$ cat src/rtl/dsp_accum_seq_pkg.sv
// Shared types and widths for the DSP accumulate job sequencer.
package dsp_accum_seq_pkg;

  localparam int unsigned A_W       = 20;
  localparam int unsigned B_W       = 18;
  localparam int unsigned P_W       = 64;
  localparam int unsigned SHIFT_W   = 6;
  localparam int unsigned CMD_LEN_W = 8;

  typedef enum logic [2:0] {
    IDLE,
    CLEAR,
    ACCUM,
    DRAIN,
    RESULT
  } state_t;

  // Per-job DSP configuration held from CLEAR through RESULT
  typedef struct packed {
    logic               sub;
    logic [SHIFT_W-1:0] shift;
    logic               sat;
  } job_cfg_t;

  // The shared term/drain counter must also hold ACC_LATENCY-1 (up to 6)
  function automatic int unsigned cnt_width(input int unsigned len_w);
    return (len_w > 32'd3) ? len_w : 32'd3;
  endfunction

endpackage

$ cat src/rtl/dsp_accum_seq_if.sv
// Command, operand stream, result and DSP-control bundle of the accumulate sequencer.
interface dsp_accum_seq_if
  import dsp_accum_seq_pkg::*;
#(
  parameter int unsigned LEN_W = CMD_LEN_W
);

  logic                 cmd_valid_i;
  logic                 cmd_ready_o;
  logic [LEN_W-1:0]     cmd_len_i;
  logic                 cmd_sub_i;
  logic [SHIFT_W-1:0]   cmd_shift_i;
  logic                 cmd_sat_i;

  logic                 s_valid_i;
  logic                 s_ready_o;
  logic [A_W-1:0]       s_a_i;
  logic [B_W-1:0]       s_b_i;

  logic                 r_valid_o;
  logic                 r_ready_i;
  logic [P_W-1:0]       r_data_o;

  logic                 busy_o;

  logic                 dsp_reset_o;
  logic                 dsp_subtract_o;
  logic                 dsp_load_acc_o;
  logic                 dsp_saturate_o;
  logic [SHIFT_W-1:0]   dsp_shift_o;
  logic [A_W-1:0]       dsp_a_o;
  logic [B_W-1:0]       dsp_b_o;
  logic [P_W-1:0]       dsp_p_i;

  // Host / DSP environment side
  modport master (
    output cmd_valid_i, cmd_len_i, cmd_sub_i, cmd_shift_i, cmd_sat_i,
    output s_valid_i, s_a_i, s_b_i, r_ready_i, dsp_p_i,
    input  cmd_ready_o, s_ready_o, r_valid_o, r_data_o, busy_o,
    input  dsp_reset_o, dsp_subtract_o, dsp_load_acc_o, dsp_saturate_o,
    input  dsp_shift_o, dsp_a_o, dsp_b_o
  );

  // Sequencer side
  modport slave (
    input  cmd_valid_i, cmd_len_i, cmd_sub_i, cmd_shift_i, cmd_sat_i,
    input  s_valid_i, s_a_i, s_b_i, r_ready_i, dsp_p_i,
    output cmd_ready_o, s_ready_o, r_valid_o, r_data_o, busy_o,
    output dsp_reset_o, dsp_subtract_o, dsp_load_acc_o, dsp_saturate_o,
    output dsp_shift_o, dsp_a_o, dsp_b_o
  );

endinterface

$ cat src/rtl/dsp_accum_sequencer.sv
// Job-level controller: clears the DSP, streams len A/B terms into it, waits out the
// accumulator latency and returns the final P over a ready/valid result port.
module dsp_accum_sequencer
  import dsp_accum_seq_pkg::*;
#(
  parameter int unsigned ACC_LATENCY = 1,
  parameter int unsigned LEN_W       = CMD_LEN_W
) (
  input  logic             clk,
  input  logic             reset,
  dsp_accum_seq_if.slave   bus
);

  localparam int unsigned         CNT_W      = cnt_width(LEN_W);
  localparam logic [CNT_W-1:0]    DRAIN_LAST = CNT_W'(ACC_LATENCY - 32'd1);

  state_t             state;
  state_t             state_next;
  logic [CNT_W-1:0]   cnt;
  logic [CNT_W-1:0]   cnt_next;
  logic [LEN_W-1:0]   job_len;
  job_cfg_t           job_cfg;
  logic [P_W-1:0]     r_data;
  logic               r_valid;
  logic               busy;

  logic               capture_c;
  logic               cmd_ready_c;
  logic               s_ready_c;
  logic               load_c;
  logic               clear_c;
  logic [A_W-1:0]     a_c;
  logic [B_W-1:0]     b_c;

  // Next-state, counter and stream-steering decode
  always_comb begin
    state_next  = state;
    cnt_next    = cnt;
    capture_c   = 1'b0;
    cmd_ready_c = 1'b0;
    s_ready_c   = 1'b0;
    load_c      = 1'b0;
    clear_c     = 1'b0;
    a_c         = '0;
    b_c         = '0;
    case (state)
      IDLE: begin
        cmd_ready_c = 1'b1;
        if (bus.cmd_valid_i) state_next = CLEAR;
      end
      CLEAR: begin
        clear_c = 1'b1;
        if (job_len == '0) begin
          state_next = DRAIN;
          cnt_next   = DRAIN_LAST;
        end else begin
          state_next = ACCUM;
          cnt_next   = CNT_W'(job_len);
        end
      end
      ACCUM: begin
        s_ready_c = 1'b1;
        if (bus.s_valid_i) begin
          load_c = 1'b1;
          a_c    = bus.s_a_i;
          b_c    = bus.s_b_i;
          if (cnt == CNT_W'(1)) begin
            state_next = DRAIN;
            cnt_next   = DRAIN_LAST;
          end else begin
            cnt_next = cnt - CNT_W'(1);
          end
        end
      end
      DRAIN: begin
        if (cnt == '0) begin
          capture_c  = 1'b1;
          state_next = RESULT;
        end else begin
          cnt_next = cnt - CNT_W'(1);
        end
      end
      RESULT: begin
        if (bus.r_ready_i) state_next = IDLE;
      end
      default: state_next = IDLE;
    endcase
  end

  // State, counter, job fields and registered result outputs
  always_ff @(posedge clk) begin
    if (reset) begin
      state   <= IDLE;
      cnt     <= '0;
      job_len <= '0;
      job_cfg <= '0;
      r_data  <= '0;
      r_valid <= 1'b0;
      busy    <= 1'b0;
    end else begin
      state   <= state_next;
      cnt     <= cnt_next;
      r_valid <= (state_next == RESULT);
      busy    <= (state_next != IDLE);
      if (state == IDLE && bus.cmd_valid_i) begin
        job_len <= bus.cmd_len_i;
        job_cfg <= '{sub: bus.cmd_sub_i, shift: bus.cmd_shift_i, sat: bus.cmd_sat_i};
      end else if (state_next == IDLE) begin
        job_cfg <= '0;
      end
      if (capture_c) r_data <= bus.dsp_p_i;
    end
  end

  // Stream beats are never consumed while reset is held
  assign bus.cmd_ready_o    = cmd_ready_c;
  assign bus.s_ready_o      = s_ready_c & ~reset;
  assign bus.dsp_load_acc_o = load_c & ~reset;
  assign bus.dsp_a_o        = reset ? '0 : a_c;
  assign bus.dsp_b_o        = reset ? '0 : b_c;
  assign bus.dsp_reset_o    = reset | clear_c;
  assign bus.dsp_subtract_o = job_cfg.sub;
  assign bus.dsp_shift_o    = job_cfg.shift;
  assign bus.dsp_saturate_o = job_cfg.sat;
  assign bus.r_valid_o      = r_valid;
  assign bus.r_data_o       = r_data;
  assign bus.busy_o         = busy;

endmodule

$ cat src/flat_wrapper.sv
// flat-port wrapper written by rule: the top's interface ports become plain ports
module dsp_accum_sequencer_flat import dsp_accum_seq_pkg::*;
#(
  parameter int unsigned ACC_LATENCY = 1,
  parameter int unsigned LEN_W       = CMD_LEN_W
)
  (clk, reset, bus_cmd_valid_i, bus_cmd_len_i, bus_cmd_sub_i, bus_cmd_shift_i, bus_cmd_sat_i, bus_s_valid_i, bus_s_a_i, bus_s_b_i, bus_r_ready_i, bus_dsp_p_i, bus_cmd_ready_o, bus_s_ready_o, bus_r_valid_o, bus_r_data_o, bus_busy_o, bus_dsp_reset_o, bus_dsp_subtract_o, bus_dsp_load_acc_o, bus_dsp_saturate_o, bus_dsp_shift_o, bus_dsp_a_o, bus_dsp_b_o);
  dsp_accum_seq_if #(.LEN_W(LEN_W)) bus_i ();
  input  logic clk;
  input  logic reset;
  input wire logic [$bits(bus_i.cmd_valid_i)-1:0] bus_cmd_valid_i;
  input wire logic [$bits(bus_i.cmd_len_i)-1:0] bus_cmd_len_i;
  input wire logic [$bits(bus_i.cmd_sub_i)-1:0] bus_cmd_sub_i;
  input wire logic [$bits(bus_i.cmd_shift_i)-1:0] bus_cmd_shift_i;
  input wire logic [$bits(bus_i.cmd_sat_i)-1:0] bus_cmd_sat_i;
  input wire logic [$bits(bus_i.s_valid_i)-1:0] bus_s_valid_i;
  input wire logic [$bits(bus_i.s_a_i)-1:0] bus_s_a_i;
  input wire logic [$bits(bus_i.s_b_i)-1:0] bus_s_b_i;
  input wire logic [$bits(bus_i.r_ready_i)-1:0] bus_r_ready_i;
  input wire logic [$bits(bus_i.dsp_p_i)-1:0] bus_dsp_p_i;
  output wire logic [$bits(bus_i.cmd_ready_o)-1:0] bus_cmd_ready_o;
  output wire logic [$bits(bus_i.s_ready_o)-1:0] bus_s_ready_o;
  output wire logic [$bits(bus_i.r_valid_o)-1:0] bus_r_valid_o;
  output wire logic [$bits(bus_i.r_data_o)-1:0] bus_r_data_o;
  output wire logic [$bits(bus_i.busy_o)-1:0] bus_busy_o;
  output wire logic [$bits(bus_i.dsp_reset_o)-1:0] bus_dsp_reset_o;
  output wire logic [$bits(bus_i.dsp_subtract_o)-1:0] bus_dsp_subtract_o;
  output wire logic [$bits(bus_i.dsp_load_acc_o)-1:0] bus_dsp_load_acc_o;
  output wire logic [$bits(bus_i.dsp_saturate_o)-1:0] bus_dsp_saturate_o;
  output wire logic [$bits(bus_i.dsp_shift_o)-1:0] bus_dsp_shift_o;
  output wire logic [$bits(bus_i.dsp_a_o)-1:0] bus_dsp_a_o;
  output wire logic [$bits(bus_i.dsp_b_o)-1:0] bus_dsp_b_o;
  assign bus_i.cmd_valid_i = bus_cmd_valid_i;
  assign bus_i.cmd_len_i = bus_cmd_len_i;
  assign bus_i.cmd_sub_i = bus_cmd_sub_i;
  assign bus_i.cmd_shift_i = bus_cmd_shift_i;
  assign bus_i.cmd_sat_i = bus_cmd_sat_i;
  assign bus_i.s_valid_i = bus_s_valid_i;
  assign bus_i.s_a_i = bus_s_a_i;
  assign bus_i.s_b_i = bus_s_b_i;
  assign bus_i.r_ready_i = bus_r_ready_i;
  assign bus_i.dsp_p_i = bus_dsp_p_i;
  assign bus_cmd_ready_o = bus_i.cmd_ready_o;
  assign bus_s_ready_o = bus_i.s_ready_o;
  assign bus_r_valid_o = bus_i.r_valid_o;
  assign bus_r_data_o = bus_i.r_data_o;
  assign bus_busy_o = bus_i.busy_o;
  assign bus_dsp_reset_o = bus_i.dsp_reset_o;
  assign bus_dsp_subtract_o = bus_i.dsp_subtract_o;
  assign bus_dsp_load_acc_o = bus_i.dsp_load_acc_o;
  assign bus_dsp_saturate_o = bus_i.dsp_saturate_o;
  assign bus_dsp_shift_o = bus_i.dsp_shift_o;
  assign bus_dsp_a_o = bus_i.dsp_a_o;
  assign bus_dsp_b_o = bus_i.dsp_b_o;
  dsp_accum_sequencer #(.ACC_LATENCY(ACC_LATENCY), .LEN_W(LEN_W)) u_core (.clk(clk), .reset(reset), .bus(bus_i));
endmodule
$ cat config.mk
export PLATFORM = sky130hd
export DESIGN_NAME = dsp_accum_sequencer_flat
export DESIGN_NICKNAME = d
export VERILOG_FILES = /design/src/rtl/dsp_accum_seq_pkg.sv /design/src/rtl/dsp_accum_seq_if.sv /design/src/rtl/dsp_accum_sequencer.sv /design/src/flat_wrapper.sv
export SDC_FILE = /design/constraint.sdc
export NUM_CORES = 1
export LEC_CHECK = 0
export CORE_MARGIN = 4
export CORE_UTILIZATION = 34
export DETAILED_ROUTE_END_ITERATION = 10
export PLACE_DENSITY = 0.84
export SYNTH_ARGS = -nofsm -noshare
export SYNTH_HDL_FRONTEND = slang
export SYNTH_SLANG_ARGS = --single-unit
$ cat constraint.sdc
create_clock -name clk -period 2.2 [get_ports clk]
set_input_delay 0.44 -clock clk [delete_from_list [all_inputs] [get_ports clk]]
set_output_delay 0.44 -clock clk [all_outputs]
set_load 0.005 [all_outputs]
# Yosys cells after proc, flatten, opt, wreduce, memory -nomap -nowiden
# Cells that the tools add are included.
word_totals:
  ff_bits: 93
  input_bits: 123
  output_inout_bits: 116
  wordCells: 58
op_classes:
  addsub: 1
  eq_ne: 8
  n_mux: 27
  n_bitwise: 4
  n_reduce_logical: 9
ops:
  columns: ["op", "n"]
  rows:
  - ["2-to-1 mux 20 bit", 3]
  - ["2-to-1 mux 18 bit", 3]
  - ["2-to-1 mux 8 bit", 6]
  - ["one-hot mux 8 bit (3 select lines)", 1]
  - ["logical NOT 8 bit", 2]
  - ["2-to-1 mux 3 bit", 5]
  - ["one-hot mux 3 bit (5 select lines)", 1]
  - ["equality test 8 x 1 -> 1 bit, second input constant", 1]
  - ["2-to-1 mux 1 bit", 8]
  - ["subtractor 8 x 1 -> 8 bit, second input constant", 1]
  - ["equality test 3 x 2 -> 1 bit, second input constant", 2]
  - ["equality test 3 bit, second input constant", 2]
  - ["logical NOT 3 bit", 2]
  - ["nonzero test 3 bit", 2]
  - ["!= test 2 bit, second input constant", 2]
  - ["equality test 3 x 1 -> 1 bit, second input constant", 1]
  - ["AND reduction 3 bit", 1]
  - ["AND 1 bit", 2]
  - ["nonzero test 2 bit", 1]
  - ["logical AND 1 bit", 1]
  - ["inverter 1 bit", 1]
  - ["bitwise OR 1 bit", 1]

# Logic depth before layout (Yosys ltp)
depth:
  word_depth: 7
  depth_mapped: 9
  mapped_depth_nobuf: 6

# Worst setup path after synthesis
# OpenSTA, ideal clock, no wires.
synth_path:
  path_kind: "register to register"
  start: "reg u_core.cnt[0]"
  end: "reg u_core.r_data[20] (netlist: u_core.bus.r_data_o[20])"
  setup_ns: 0.132
  t_arrival_ns: 2.049
  required_ns: 2.068
  path_slack_ns: 0.018
  path_stages_with_launch: 10
  cell_sequence: "dfxtp_1 -> inv_1 -> ha_1 -> or3b_2 -> buf_2 -> or4_4 -> buf_6 -> buf_6 -> nand2_1 -> a21oi_1"
synth_between:
  elab_chain_len: 3
synth_lines:
  columns: ["item", "line", "text"]
  rows:
  - ["start, declared", "dsp_accum_sequencer.sv:19", "logic [CNT_W-1:0] cnt;"]
  - ["start signal, assigned", "dsp_accum_sequencer.sv:102", "cnt <= cnt_next;"]
  - ["logical NOT 8 bit", "dsp_accum_sequencer.sv:76", "if (cnt == '0) begin"]
  - ["2-to-1 mux 1 bit", "dsp_accum_sequencer.sv:76", null]
  - ["2-to-1 mux 1 bit", "dsp_accum_sequencer.sv:46", "case (state)"]
  - ["end signal, assigned", "dsp_accum_sequencer.sv:111", "if (capture_c) r_data <= bus.dsp_p_i;"]
  - ["end, declared", "dsp_accum_sequencer.sv:23", "logic [P_W-1:0] r_data;"]
# Every way passes these cells.
# A chain may end at the register's enable or synchronous reset.

# Worst setup path after layout
layout_path:
  start: "reg u_core.state[2]"
  end: "out bus_dsp_b_o[8]"
layout_between:
  elab_chain_len: 3
layout_lines:
  columns: ["item", "line", "text"]
  rows:
  - ["start, declared", "dsp_accum_sequencer.sv:17", "state_t state;"]
  - ["start signal, assigned", "dsp_accum_sequencer.sv:101", "state <= state_next;"]
  - ["equality test 3 x 2 -> 1 bit", "dsp_accum_sequencer.sv:46", null]
  - ["2-to-1 mux 18 bit", "dsp_accum_sequencer.sv:46", null]
  - ["2-to-1 mux 18 bit", "dsp_accum_sequencer.sv:120", "assign bus.dsp_b_o = reset ? '0 : b_c;"]
  - ["end, declared", "flat_wrapper.sv:32", "output wire logic [$bits(bus_i.dsp_b_o)-1:0] bus_dsp_b_o;"]
# Every way passes these cells.

==> results.md <==
* Fin crit period at 2320 ps
* Pre-Repair DR Iteration Count at 6
* DR vias at 4467
* WL final at 13800 um
* CP Max Fanout at 20
* DRC at 0
* GP Congestion at 0.898
* # diodes at 0
* Setup slack after layout at -119 ps
* Final Max Slew Viols at 0
* Critical Path Sink Type: primary output
* RSZ-0062 raised after global routing: yes
* Clk slew on worst S/H paths at 70 ps
* Post-synth EDFFs at 0
* Routed Antenna Nets at 0
* Internal power at 0.00373 W
* Hold-fix buffers, CTS at 0
* Required @ worst endpoint at 1760 ps
* Mapped Cells at 494
* Core area at 0.0114 sq mm
* Worst R2R Setup Slack at 70 ps
* Status: complete, but fails checks
* HP Start: u_core.bus.r_data_o[6]$_SDFFE_PP0P_
* CTS buffer count at 9
* Total gr overflow at 0
* Global-route wire length before repair at 20800 um
* Pwr/cell area at 733 mW/mm^2
* Worst clock skew at 7.03 ps
* Via density per instance at 5.05
* Fill count at 944
* Hold Path End: u_core.bus.r_data_o[6]$_SDFFE_PP0P_
* Synth cell types at 39
* Num rows at 39
* 1st-iter DRT viols at 314
* Cell area after synthesis at 0.00395 sq mm
* Hold Fails Final Rpt at 0
* FFs w/ async S/R, synth at 0%
* Hold Path Stages at 2
* Die Ht at 116 um
* Tightest Pin Transition at 979 ps
* Element type at the critical path start: flip-flop
* H-tree levels at 3
* Synth Register Bits at 93
* Primary FF master, synth: dfxtp_1
* Detailed Place HPWL at 9770 um
* Multi-input logic area at 0.00186 sq mm
* Max VDD drop at 466 uV
* CTS tree: done
* Pre-CTS setup slack at -78.7 ps
* Die W at 116 um
* Port bufs at 238
* Die area at 0.0134 sq mm
* Initial Utilization at 34.7%
* Relative slew slack at 34.8%
* Achievable clock frequency at 431 MHz
* Reg2reg start: u_core.cnt[7]$_SDFFE_PP0P_
* Max-cap viol count at 0
* Antenna violations before repair at 0
* CTS Sinks at 93
* Syn_area_per_cell at 7.99 sq um
* Worst hold margin at 452 ps
* Setup Viol. Count Final at 7
* Root Buffer: clkbuf_16
* Seq pwr share at 36.8%
* Number of global-route vias before repair at 4309
* Placed cell area at 0.00646 sq mm
* Worst-skew pair later-pin latency at 330 ps
* Bufs on Longest Clock Path at 2
* Lkg Pwr at 3.09 nW
* Sw power at 0.00149 W
* Area delta synth->final at 80.6%
* Critical path class: flip-flop to primary output
* Failing checks: negative setup slack
* Syn nets at 619
* Sequential fraction of the synthesis area at 47.2%
* Clk pwr share at 31.4%
* Ports at 239
* DR WL/cell at 15.6 um
* Reg2reg path depth at 6
* Register area at 0.00186 sq mm
* Yosys warning count at 0
* Largest net degree at the start of global routing at 100
* Reg-to-reg critical path endpoint: u_core.bus.r_data_o[33]$_SDFFE_PP0P_
* Period utilisation layout at 105%
* Nets at 863
* Sw frac at 28.6%
* CP arrival at 1880 ps
* HP Class: flip-flop to flip-flop
* Layout cells sized above 1 at 9.30%
* Core Util, Final at 62.7%
* Combinational share of power at 31.8%
* Finished Cell Area at 0.00713 sq mm
* Total GRT Usage at 19.1%
==> worst max-delay path, stage by stage, from the launching register on <==
cell,delay [ps]
dfxtp_1,310
nand2b_4,150
nor3_4,160
buf_6,130
buf_12,130
and3_1,170
clkdlybuf4s50_1,500
==> cells in the mapped netlist, drive strengths merged, types with 3 or more instances <==
| cell | number | area share, % |
|---|---|---|
| a21oi | 79 | 10 |
| a221oi | 8 | 1.8 |
| a22oi | 12 | 2.3 |
| and3 | 38 | 6.0 |
| buf | 14 | 3.5 |
| clkbuf | 26 | 2.5 |
| dfxtp | 93 | 47 |
| inv | 8 | 0.76 |
| nand2 | 150 | 14 |
| nand2b | 7 | 1.1 |
| nor2 | 14 | 1.3 |
| nor3 | 3 | 0.38 |
| nor4 | 7 | 1.5 |
| o32ai | 6 | 1.3 |
| or4 | 3 | 0.76 |
==> metrics by stage <==
step                cells  power (W)  TNS, ps
finish                885    0.00522     -772
global placement      857    0.00339    -16.8
detailed placement    857    0.00344    -2480
global route          885    0.00551    -1420
floorplan             494    0.00274        0
CTS                   885    0.00527    -2770
==> routing by layer <==
metal	GRT usage, %	part of all wire [%]	vias to the layer above
met3	5.07	8.6	15
li1	-	-	2186
met4	5.80	1.4	0
met1	23.3	39	2076
met2	33.3	51	190
met5	0	0	-
==> what timing repair did <==
| action | in CTS | in global routing |
|---|---|---|
| endpoints found under the setup margin | 102 | 30 |
| pin swaps | 2 | 2 |
| cloned | 5 | 0 |
| resized for setup | 33 | 24 |
| buffers inserted | 8 | 0 |
==> cell usage in the layout, fill, tap and decap left out, types with 3 or more instances in the layout <==
| cell | instances |
|---|---|
| o32ai_1 | 6 |
| nor2_1 | 14 |
| clkdlybuf4s50_1 | 204 |
| buf_4 | 20 |
| a221oi_1 | 8 |
| nor4_1 | 6 |
| nand2_1 | 150 |
| a22oi_1 | 12 |
| a21oi_1 | 78 |
| nand2b_1 | 6 |
| dfxtp_1 | 91 |
| buf_16 | 5 |
| clkbuf_16 | 9 |
| dlymetal6s2s_1 | 21 |
| buf_12 | 7 |
| buf_6 | 3 |
| dlygate4sd2_1 | 12 |
| and3_1 | 38 |
| inv_1 | 6 |
==> logic make-up (layout without fill, tap and decap cells) <==
family / Yosys count / count (layout) / share of synthesized area [%]
buf+inv: 48 / 296 / 6.69
compound gates: 115 / 115 / 17.7
flops: 93 / 93 / 47.2
fa+ha+maj: 2 / 2 / 0.634
simple gates: 236 / 236 / 27.8
==> registers in the layout, indices dropped and copies added (netlist names) <==
register                   flops
u_core.bus.r_data_o           64
u_core.cnt                     8
u_core.job_len                 8
u_core.bus.dsp_shift_o         6
u_core.state                   3
u_core.bus.busy_o              1
u_core.bus.dsp_saturate_o      1
u_core.bus.dsp_subtract_o      1
u_core.bus.r_valid_o           1
==> worst max path at each step <==
stage | startpoint | to | slack, ps
after global routing | u_core.state[2]$_SDFF_PP0_ | bus_dsp_b_o[14] | -210
after global placement | u_core.cnt[0]$_SDFFE_PP0P_ | u_core.bus.r_data_o[9]$_SDFFE_PP0P_ | -10
after detailed placement | bus_s_valid_i | bus_dsp_a_o[7] | -80
after floorplan | u_core.cnt[0]$_SDFFE_PP0P_ | u_core.bus.r_data_o[20]$_SDFFE_PP0P_ | 20
after CTS | u_core.state[2]$_SDFF_PP0_ | bus_dsp_a_o[13] | -110
final | u_core.state[2]$_SDFF_PP0_ | bus_dsp_b_o[8] | -120
==> power by group through the flow <==
stage / Combinational [W] / Sequential [W] / Clock [W]
floorplan: 0.000794 / 0.00194 / 0
global placement: 0.00145 / 0.00194 / 0
detailed placement: 0.00149 / 0.00195 / 0
CTS: 0.00166 / 0.00192 / 0.00169
global route: 0.00181 / 0.00194 / 0.00176
finish: 0.00166 / 0.00192 / 0.00164
==> final cells by class <==
cell class	count	share of cell area [%]
tap	143	2.51
multi-input combinational	353	26.1
sequential	93	26.1
clock buffer	9	3.16
clock inverter	6	1.32
timing repair buffer	273	40.3
inverter	8	0.421
Power figures use the tool's default switching activity.
